`config.mk`:
```
export PLATFORM = sky130hd
export DESIGN_NAME = jb_ul_dfe_tdm_deinterleave_flat
export DESIGN_NICKNAME = d
export VERILOG_FILES = /design/src/rtl/jb_ul_dfe_tdm_deinterleave_if.sv /design/src/rtl/jb_ul_dfe_tdm_deinterleave.sv /design/src/flat_wrapper.sv
export SDC_FILE = /design/constraint.sdc
export NUM_CORES = 1
export LEC_CHECK = 0
export ABC_CLOCK_PERIOD_IN_PS = 10060
export BUFFER_PORTS_ARGS = -buffer_cell sky130_fd_sc_hd__buf_2
export CAP_MARGIN = 20
export CELL_PAD_IN_SITES_DETAIL_PLACEMENT = 1
export CELL_PAD_IN_SITES_GLOBAL_PLACEMENT = 1
export CORE_ASPECT_RATIO = 1.2
export CORE_UTILIZATION = 30
export CTS_CLUSTER_SIZE = 12
export DETAILED_ROUTE_END_ITERATION = 12
export GPL_TIMING_DRIVEN = 0
export PLACE_DENSITY_LB_ADDON = 0.1
export SYNTH_ARGS = -nofsm -noshare
export SYNTH_HDL_FRONTEND = slang
export SYNTH_SLANG_ARGS = --single-unit
```
`constraint.sdc`:
```
create_clock -name clk_4x -period 10.06 [get_ports clk_4x]
set_input_delay 0.503 -clock clk_4x [delete_from_list [all_inputs] [get_ports clk_4x]]
set_output_delay 0.503 -clock clk_4x [all_outputs]
set_load 0.05 [all_outputs]
```
`src/rtl/jb_ul_dfe_tdm_deinterleave_if.sv`:
```
// ----------------------------------------------------------------------------
// jb_ul_dfe_tdm_deinterleave_if
// Stream bundle around the UL TDM deinterleaver.
//   s_tvalid / s_tdata / s_tuser : antenna-interleaved TDM input, one {Q,I}
//                                  sample per beat, tuser = antenna index.
//   m_tvalid / m_tready / m_tdata: parallel frame output, antenna k in
//                                  m_tdata[k*2*PRECISION +: 2*PRECISION].
// Modports:
//   master : upstream/downstream side (drives the TDM input and m_tready).
//   slave  : the deinterleaver itself.
// ----------------------------------------------------------------------------
interface jb_ul_dfe_tdm_deinterleave_if #(
  parameter int N_ANTENNAS = 4,
  parameter int PRECISION  = 16,
  parameter int USR_ID_BW  = 2
);
  logic                              s_tvalid;
  logic [2*PRECISION-1:0]            s_tdata;
  logic [USR_ID_BW-1:0]              s_tuser;
  logic                              m_tvalid;
  logic                              m_tready;
  logic [N_ANTENNAS*2*PRECISION-1:0] m_tdata;

  modport master (
    output s_tvalid, s_tdata, s_tuser, m_tready,
    input  m_tvalid, m_tdata
  );

  modport slave (
    input  s_tvalid, s_tdata, s_tuser, m_tready,
    output m_tvalid, m_tdata
  );
endinterface

```
`src/rtl/jb_ul_dfe_tdm_deinterleave.sv`:
```
// ----------------------------------------------------------------------------
// jb_ul_dfe_tdm_deinterleave
// Reassembles the antenna-interleaved UL TDM stream (clk_4x domain) into one
// parallel word per symbol period, checking the antenna index sequence
// 0..N_ANTENNAS-1 on the way.
//
// Ports:
//   clk_4x       : 491.52 MHz clock.
//   reset_4x     : asynchronous, active-high reset.
//   bus (slave)  : s_tvalid/s_tdata/s_tuser TDM input (no backpressure),
//                  m_tvalid/m_tready/m_tdata parallel frame output.
//   cnt_clr      : synchronous clear of both status counters (wins over inc).
//   seq_err_cnt  : saturating count of index-sequence errors.
//   ovf_cnt      : saturating count of frames dropped on a busy output.
//   locked       : high in COLLECT once a good frame has been delivered.
//
// Optional feature macro: UL_DFE_DEINT_GAP_TIMEOUT_EN
//   When defined, 16 consecutive idle cycles in COLLECT abort the partial
//   frame (back to SEARCH, locked cleared, counted as a sequence error).
//   When undefined, COLLECT waits indefinitely across input gaps.
// ----------------------------------------------------------------------------
module jb_ul_dfe_tdm_deinterleave #(
  parameter int N_ANTENNAS = 4,
  parameter int PRECISION  = 16,
  parameter int USR_ID_BW  = 2,
  parameter int CNT_W      = 16
) (
  input  logic                          clk_4x,
  input  logic                          reset_4x,
  jb_ul_dfe_tdm_deinterleave_if.slave   bus,
  input  logic                          cnt_clr,
  output logic [CNT_W-1:0]              seq_err_cnt,
  output logic [CNT_W-1:0]              ovf_cnt,
  output logic                          locked
);

  localparam int SMP_W = 2 * PRECISION;

  localparam logic [0:0] ST_SEARCH  = 1'b0;
  localparam logic [0:0] ST_COLLECT = 1'b1;

  localparam logic [USR_ID_BW-1:0] IDX_LAST = USR_ID_BW'(N_ANTENNAS - 1);

  logic [0:0]                        state;
  logic [USR_ID_BW-1:0]              exp_idx;
  // The last antenna of a frame goes straight from the input to the output
  // register, so only N_ANTENNAS-1 samples need staging.
  logic [SMP_W-1:0]                  staging [N_ANTENNAS-1];
  logic [N_ANTENNAS*SMP_W-1:0]       frame_word;

  logic in_seq;
  logic complete;
  logic out_free;
  logic load;
  logic drop;
  logic seq_err;
  logic gap_timeout;

  function automatic logic [CNT_W-1:0] sat_inc(input logic [CNT_W-1:0] c);
    return (&c) ? c : c + CNT_W'(1);
  endfunction

  always_comb begin
    frame_word = '0;
    for (int k = 0; k < N_ANTENNAS - 1; k++) begin
      frame_word[k*SMP_W +: SMP_W] = staging[k];
    end
    frame_word[(N_ANTENNAS-1)*SMP_W +: SMP_W] = bus.s_tdata;
  end

  assign in_seq   = (state == ST_COLLECT) && bus.s_tvalid && (bus.s_tuser == exp_idx);
  assign complete = in_seq && (exp_idx == IDX_LAST);
  assign out_free = !bus.m_tvalid || bus.m_tready;
  assign load     = complete && out_free;
  assign drop     = complete && !out_free;
  // Indices >= N_ANTENNAS can never equal exp_idx, so they land here too.
  assign seq_err  = ((state == ST_COLLECT) && bus.s_tvalid && (bus.s_tuser != exp_idx))
                    || gap_timeout;

`ifdef UL_DFE_DEINT_GAP_TIMEOUT_EN
  logic [7:0] gap_cnt;

  // Fires on the 16th consecutive idle cycle spent in COLLECT.
  assign gap_timeout = (state == ST_COLLECT) && !bus.s_tvalid && (gap_cnt == 8'd15);

  always_ff @(posedge clk_4x or posedge reset_4x) begin
    if (reset_4x) begin
      gap_cnt <= '0;
    end else if ((state == ST_COLLECT) && !bus.s_tvalid && !gap_timeout) begin
      gap_cnt <= gap_cnt + 8'd1;
    end else begin
      gap_cnt <= '0;
    end
  end
`else
  assign gap_timeout = 1'b0;
`endif

  // Sequence tracking and staging
  always_ff @(posedge clk_4x or posedge reset_4x) begin
    if (reset_4x) begin
      state   <= ST_SEARCH;
      exp_idx <= '0;
      locked  <= 1'b0;
      for (int k = 0; k < N_ANTENNAS - 1; k++) begin
        staging[k] <= '0;
      end
    end else if (gap_timeout) begin
      state   <= ST_SEARCH;
      exp_idx <= '0;
      locked  <= 1'b0;
    end else if (bus.s_tvalid) begin
      case (state)
        ST_SEARCH: begin
          if (bus.s_tuser == '0) begin
            staging[0] <= bus.s_tdata;
            exp_idx    <= USR_ID_BW'(1);
            state      <= ST_COLLECT;
          end
        end
        default: begin
          if (in_seq) begin
            if (complete) begin
              exp_idx <= '0;
              if (load) locked <= 1'b1;
            end else begin
              for (int k = 0; k < N_ANTENNAS - 1; k++) begin
                if (exp_idx == USR_ID_BW'(k)) staging[k] <= bus.s_tdata;
              end
              exp_idx <= exp_idx + USR_ID_BW'(1);
            end
          end else begin
            locked <= 1'b0;
            // An unexpected index 0 is most likely a new frame start, so
            // resynchronise on it directly instead of hunting again.
            if (bus.s_tuser == '0) begin
              staging[0] <= bus.s_tdata;
              exp_idx    <= USR_ID_BW'(1);
            end else begin
              state   <= ST_SEARCH;
              exp_idx <= '0;
            end
          end
        end
      endcase
    end
  end

  // Output register
  always_ff @(posedge clk_4x or posedge reset_4x) begin
    if (reset_4x) begin
      bus.m_tvalid <= 1'b0;
      bus.m_tdata  <= '0;
    end else if (load) begin
      bus.m_tvalid <= 1'b1;
      bus.m_tdata  <= frame_word;
    end else if (bus.m_tready) begin
      bus.m_tvalid <= 1'b0;
    end
  end

  // Status counters
  always_ff @(posedge clk_4x or posedge reset_4x) begin
    if (reset_4x) begin
      seq_err_cnt <= '0;
      ovf_cnt     <= '0;
    end else if (cnt_clr) begin
      seq_err_cnt <= '0;
      ovf_cnt     <= '0;
    end else begin
      if (seq_err) seq_err_cnt <= sat_inc(seq_err_cnt);
      if (drop)    ovf_cnt     <= sat_inc(ovf_cnt);
    end
  end

endmodule

```
`src/flat_wrapper.sv`:
```
// flat-port wrapper written by rule: the top's interface ports become plain ports
module jb_ul_dfe_tdm_deinterleave_flat 
#(
  parameter int N_ANTENNAS = 4,
  parameter int PRECISION  = 16,
  parameter int USR_ID_BW  = 2,
  parameter int CNT_W      = 16
)
  (clk_4x, reset_4x, cnt_clr, seq_err_cnt, ovf_cnt, locked, bus_s_tvalid, bus_s_tdata, bus_s_tuser, bus_m_tready, bus_m_tvalid, bus_m_tdata);
  jb_ul_dfe_tdm_deinterleave_if #(.N_ANTENNAS(N_ANTENNAS), .PRECISION(PRECISION), .USR_ID_BW(USR_ID_BW)) bus_i ();
  input  logic clk_4x;
  input  logic reset_4x;
  input  logic cnt_clr;
  output logic [CNT_W-1:0] seq_err_cnt;
  output logic [CNT_W-1:0] ovf_cnt;
  output logic locked;
  input wire logic [$bits(bus_i.s_tvalid)-1:0] bus_s_tvalid;
  input wire logic [$bits(bus_i.s_tdata)-1:0] bus_s_tdata;
  input wire logic [$bits(bus_i.s_tuser)-1:0] bus_s_tuser;
  input wire logic [$bits(bus_i.m_tready)-1:0] bus_m_tready;
  output wire logic [$bits(bus_i.m_tvalid)-1:0] bus_m_tvalid;
  output wire logic [$bits(bus_i.m_tdata)-1:0] bus_m_tdata;
  assign bus_i.s_tvalid = bus_s_tvalid;
  assign bus_i.s_tdata = bus_s_tdata;
  assign bus_i.s_tuser = bus_s_tuser;
  assign bus_i.m_tready = bus_m_tready;
  assign bus_m_tvalid = bus_i.m_tvalid;
  assign bus_m_tdata = bus_i.m_tdata;
  jb_ul_dfe_tdm_deinterleave #(.N_ANTENNAS(N_ANTENNAS), .PRECISION(PRECISION), .USR_ID_BW(USR_ID_BW), .CNT_W(CNT_W)) u_core (.clk_4x(clk_4x), .reset_4x(reset_4x), .bus(bus_i), .cnt_clr(cnt_clr), .seq_err_cnt(seq_err_cnt), .ovf_cnt(ovf_cnt), .locked(locked));
endmodule
```
==> flow_metrics.tcl <==
set metrics [dict create \
    synth_area_leaders "dfrtp_1 (62%), mux2_1 (12%), mux2_2 (12%)" \
    postCtsSetupBuffers 0 \
    min_period_over_period_pct 23.6 \
    fin_crit_ps 2380 \
    gr-usage-all-layers_pct 14.7 \
    hpwl_um 17500 \
    p_sw_uw 959 \
    core_mm2 0.0342 \
    slew_headroom_pct 47.2 \
    firstDrtPassIters 4 \
    postRouteAntennaNets 0 \
    antenna_found_initial 2 \
    cts_tree "done" \
    combPwrFrac_pct 20.8 \
    power.switching_fraction_pct 31.6 \
    rsz0062_at_grt "false" \
    maxCapViolCount 0 \
    synthArstFlopShare_pct 100 \
    fmax_ghz 0.421 \
    final_cells 1411 \
    syn_area_per_cell_um2 15.0 \
    grt_pass1_wl_um 40300 \
    fin_worst_skew_ps 25.5 \
    syn-cell-area_mm2 0.0105 \
    crit_type "reg -> reg" \
    synth_ff_type "dfrtp_1" \
    p_leak_nw 6.79 \
    setup_viol 0 \
    insertion_delay_ps 570 \
    ys_ff_latch 261 \
    synth-edff-count 0 \
    initial_core_util_pct 30.6 \
    grt_pass1_vias 6805 \
    postCtsResizedCells 0 \
    holdCritPathClass "in -> async" \
    wl_per_cell_um 18.0 \
    synth.distinct_cells 44 \
    gr-total-overflow 0 \
    arrival_ps 2810 \
    syn_inst 699 \
    dp_cells 1356 \
    end_kind "flip-flop" \
    drv_slew 0 \
    power_density_mw_per_mm2 232 \
    holdBufCountCts 0 \
    avgViaCountPerCell 4.64 \
    synth-seq-area-share_pct 62.5 \
    syn-num-nets 744 \
    power_frac_seq_pct 44.1 \
    cp-start-kind "flip-flop" \
    wl_um 25400 \
    synth_top_area_cell "dfrtp_1" \
    area.growth.synth_to_final_pct 24.9 \
    drtIter0Drc 167 \
    pwr-share-clk_pct 35.1 \
    cts_max_level 1 \
    num_rows 74 \
    crit_required_ps 10490 \
    numCtsBuffers 30 \
    p_int_mw 2.08 \
    worstPathMaxFanout 10 \
    status "finished, final reports clean" \
    port_buffers 199 \
    power.total_mw 3.03 \
    gp_congestion 0.716 \
    synth_top_area_share_pct 62.5 \
    grt_max_degree 93 \
    tightest_slew_ps 785 \
    nets 977 \
    yosysWarnings 0 \
    die_h_um 207 \
    num_vias 6554 \
    final_hold_viol_count 0 \
    clk_pin_slew_ps 60 \
    post-route-drc-count 0 \
    ios 201 \
    drive_gt1_share_pct 41.2 \
    fp.dieW_um 172 \
    synth_top_cells_by_count "dfrtp_1 (261), mux2_1 (114), mux2_2 (110)" \
    clockBufferDepth 3 \
    cts_root_buffer "clkbuf_16" \
    yosysMostFrequentCell "dfrtp_1" \
    die_area_mm2 0.0356 \
    ir_drop_uv 164 \
    clock-sinks 261 \
]
-- power by group through the flow --
| stage | Combinational, mW | Clock (mW) | Sequential (mW) |
|---|---|---|---|
| finish | 0.630 | 1.07 | 1.34 |
| global route | 0.674 | 1.15 | 1.37 |
| CTS | 0.642 | 1.12 | 1.34 |
| detailed placement | 0.641 | 0 | 1.36 |
| global placement | 0.631 | 0 | 1.36 |
| floorplan | 0.214 | 0 | 1.61 |
-- state kept, by name, indices dropped and copies added, names as in the netlist --
signal,cells
u_core.frame_word,96
u_core.bus.m_tvalid,1
u_core.exp_idx,2
u_core.seq_err_cnt,16
u_core.state,1
u_core.ovf_cnt,16
u_core.bus.m_tdata,128
u_core.locked,1
-- final timing paths --
kind	startpoint	end	slack [ps]	depth (start not counted)
max in group asynchronous	reset_4x	u_core.frame_word[84]	8760	4
worst min register to register	u_core.frame_word[10]	u_core.bus.m_tdata[10]	470	1
worst max-delay path	u_core.exp_idx[1]	u_core.bus.m_tdata[6]	7680	7
min in group clk_4x	bus_s_tuser[0]	u_core.state	190	2
worst max register to register	u_core.exp_idx[1]	u_core.bus.m_tdata[6]	7680	7
worst min-delay path	reset_4x	u_core.bus.m_tdata[102]	20	2
-- layer usage --
| metal | share of wire [%] | vias to the layer above | wire length (um) | track usage [%] |
|---|---|---|---|---|
| li1 | - | 2986 | - | - |
| met1 | 44 | 3381 | 11200 | 19.1 |
| met2 | 48 | 148 | 12300 | 24.5 |
| met3 | 6.0 | 37 | 1520 | 3.22 |
| met4 | 1.8 | 2 | 455 | 4.01 |
| met5 | 0.031 | - | 8 | 0 |
-- cell usage in the layout (no fill, tap or decap), types with 3 or more instances in the layout --
cell	count
dfrtp_1	261
buf_2	209
mux2_1	114
mux2_2	110
nor2_1	32
clkbuf_16	30
xnor2_1	24
nand2_1	20
buf_6	14
nand4_1	12
nand3_1	11
clkbuf_1	8
nor3_1	8
nor4_1	7
clkbuf_8	7
o21ai_0	6
a21oi_1	6
nor4b_1	6
ha_1	6
clkinv_2	6
inv_1	5
and3_1	4
and4_1	4
a211oi_1	3
or3_1	3
a21o_1	3
-- kinds of logic after synthesis --
| group | after synthesis | synth area share [%] |
|---|---|---|
| AO/OA/AOI/OAI | 28 | 1.85 |
| XOR/XNOR | 26 | 2.32 |
| adder cells (fa/ha/maj) | 6 | 0.718 |
| buffers and inverters | 35 | 2.42 |
| flip-flops | 261 | 62.5 |
| multiplexers | 224 | 24.1 |
| AND/OR/NAND/NOR | 119 | 6.11 |
-- worst max-delay path, cell delays in order, from the launching register on --
cell	delay [ps]
dfrtp_1	500
xnor2_2	300
and3b_1	340
nand2_1	100
nor2_2	200
buf_4	270
buf_6	210
mux2_1	330
-- through the flow --
stage | hold slack (ps) | worst slack [ps] | instance area [um^2] | TNS [ps] | utilization, %
after floorplan | 459 | 2370 | 10500 | 0 | -
after global placement | 460 | -1290 | 12000 | -328980 | 35.2
after detailed placement | 466 | 7500 | 12100 | 0 | 35.4
after CTS | 48.5 | 7630 | 13100 | 0 | 38.2
after global routing | 51.8 | 7480 | 13100 | 0 | 38.2
final | 21.5 | 7680 | 13100 | 0 | 38.2
-- area by class of cell --
type                       count  area [um^2]
inverter                       6         30.0
antenna                        1         2.50
clock inverter                12          109
sequential                   261         6530
buffer                        29          230
tap                          456          571
clock buffer                  42          866
fill                        3611        21100
multi-input combinational    403         3670
timing repair buffer         201         1050
No activity file was read; power rests on OpenSTA's default activity.
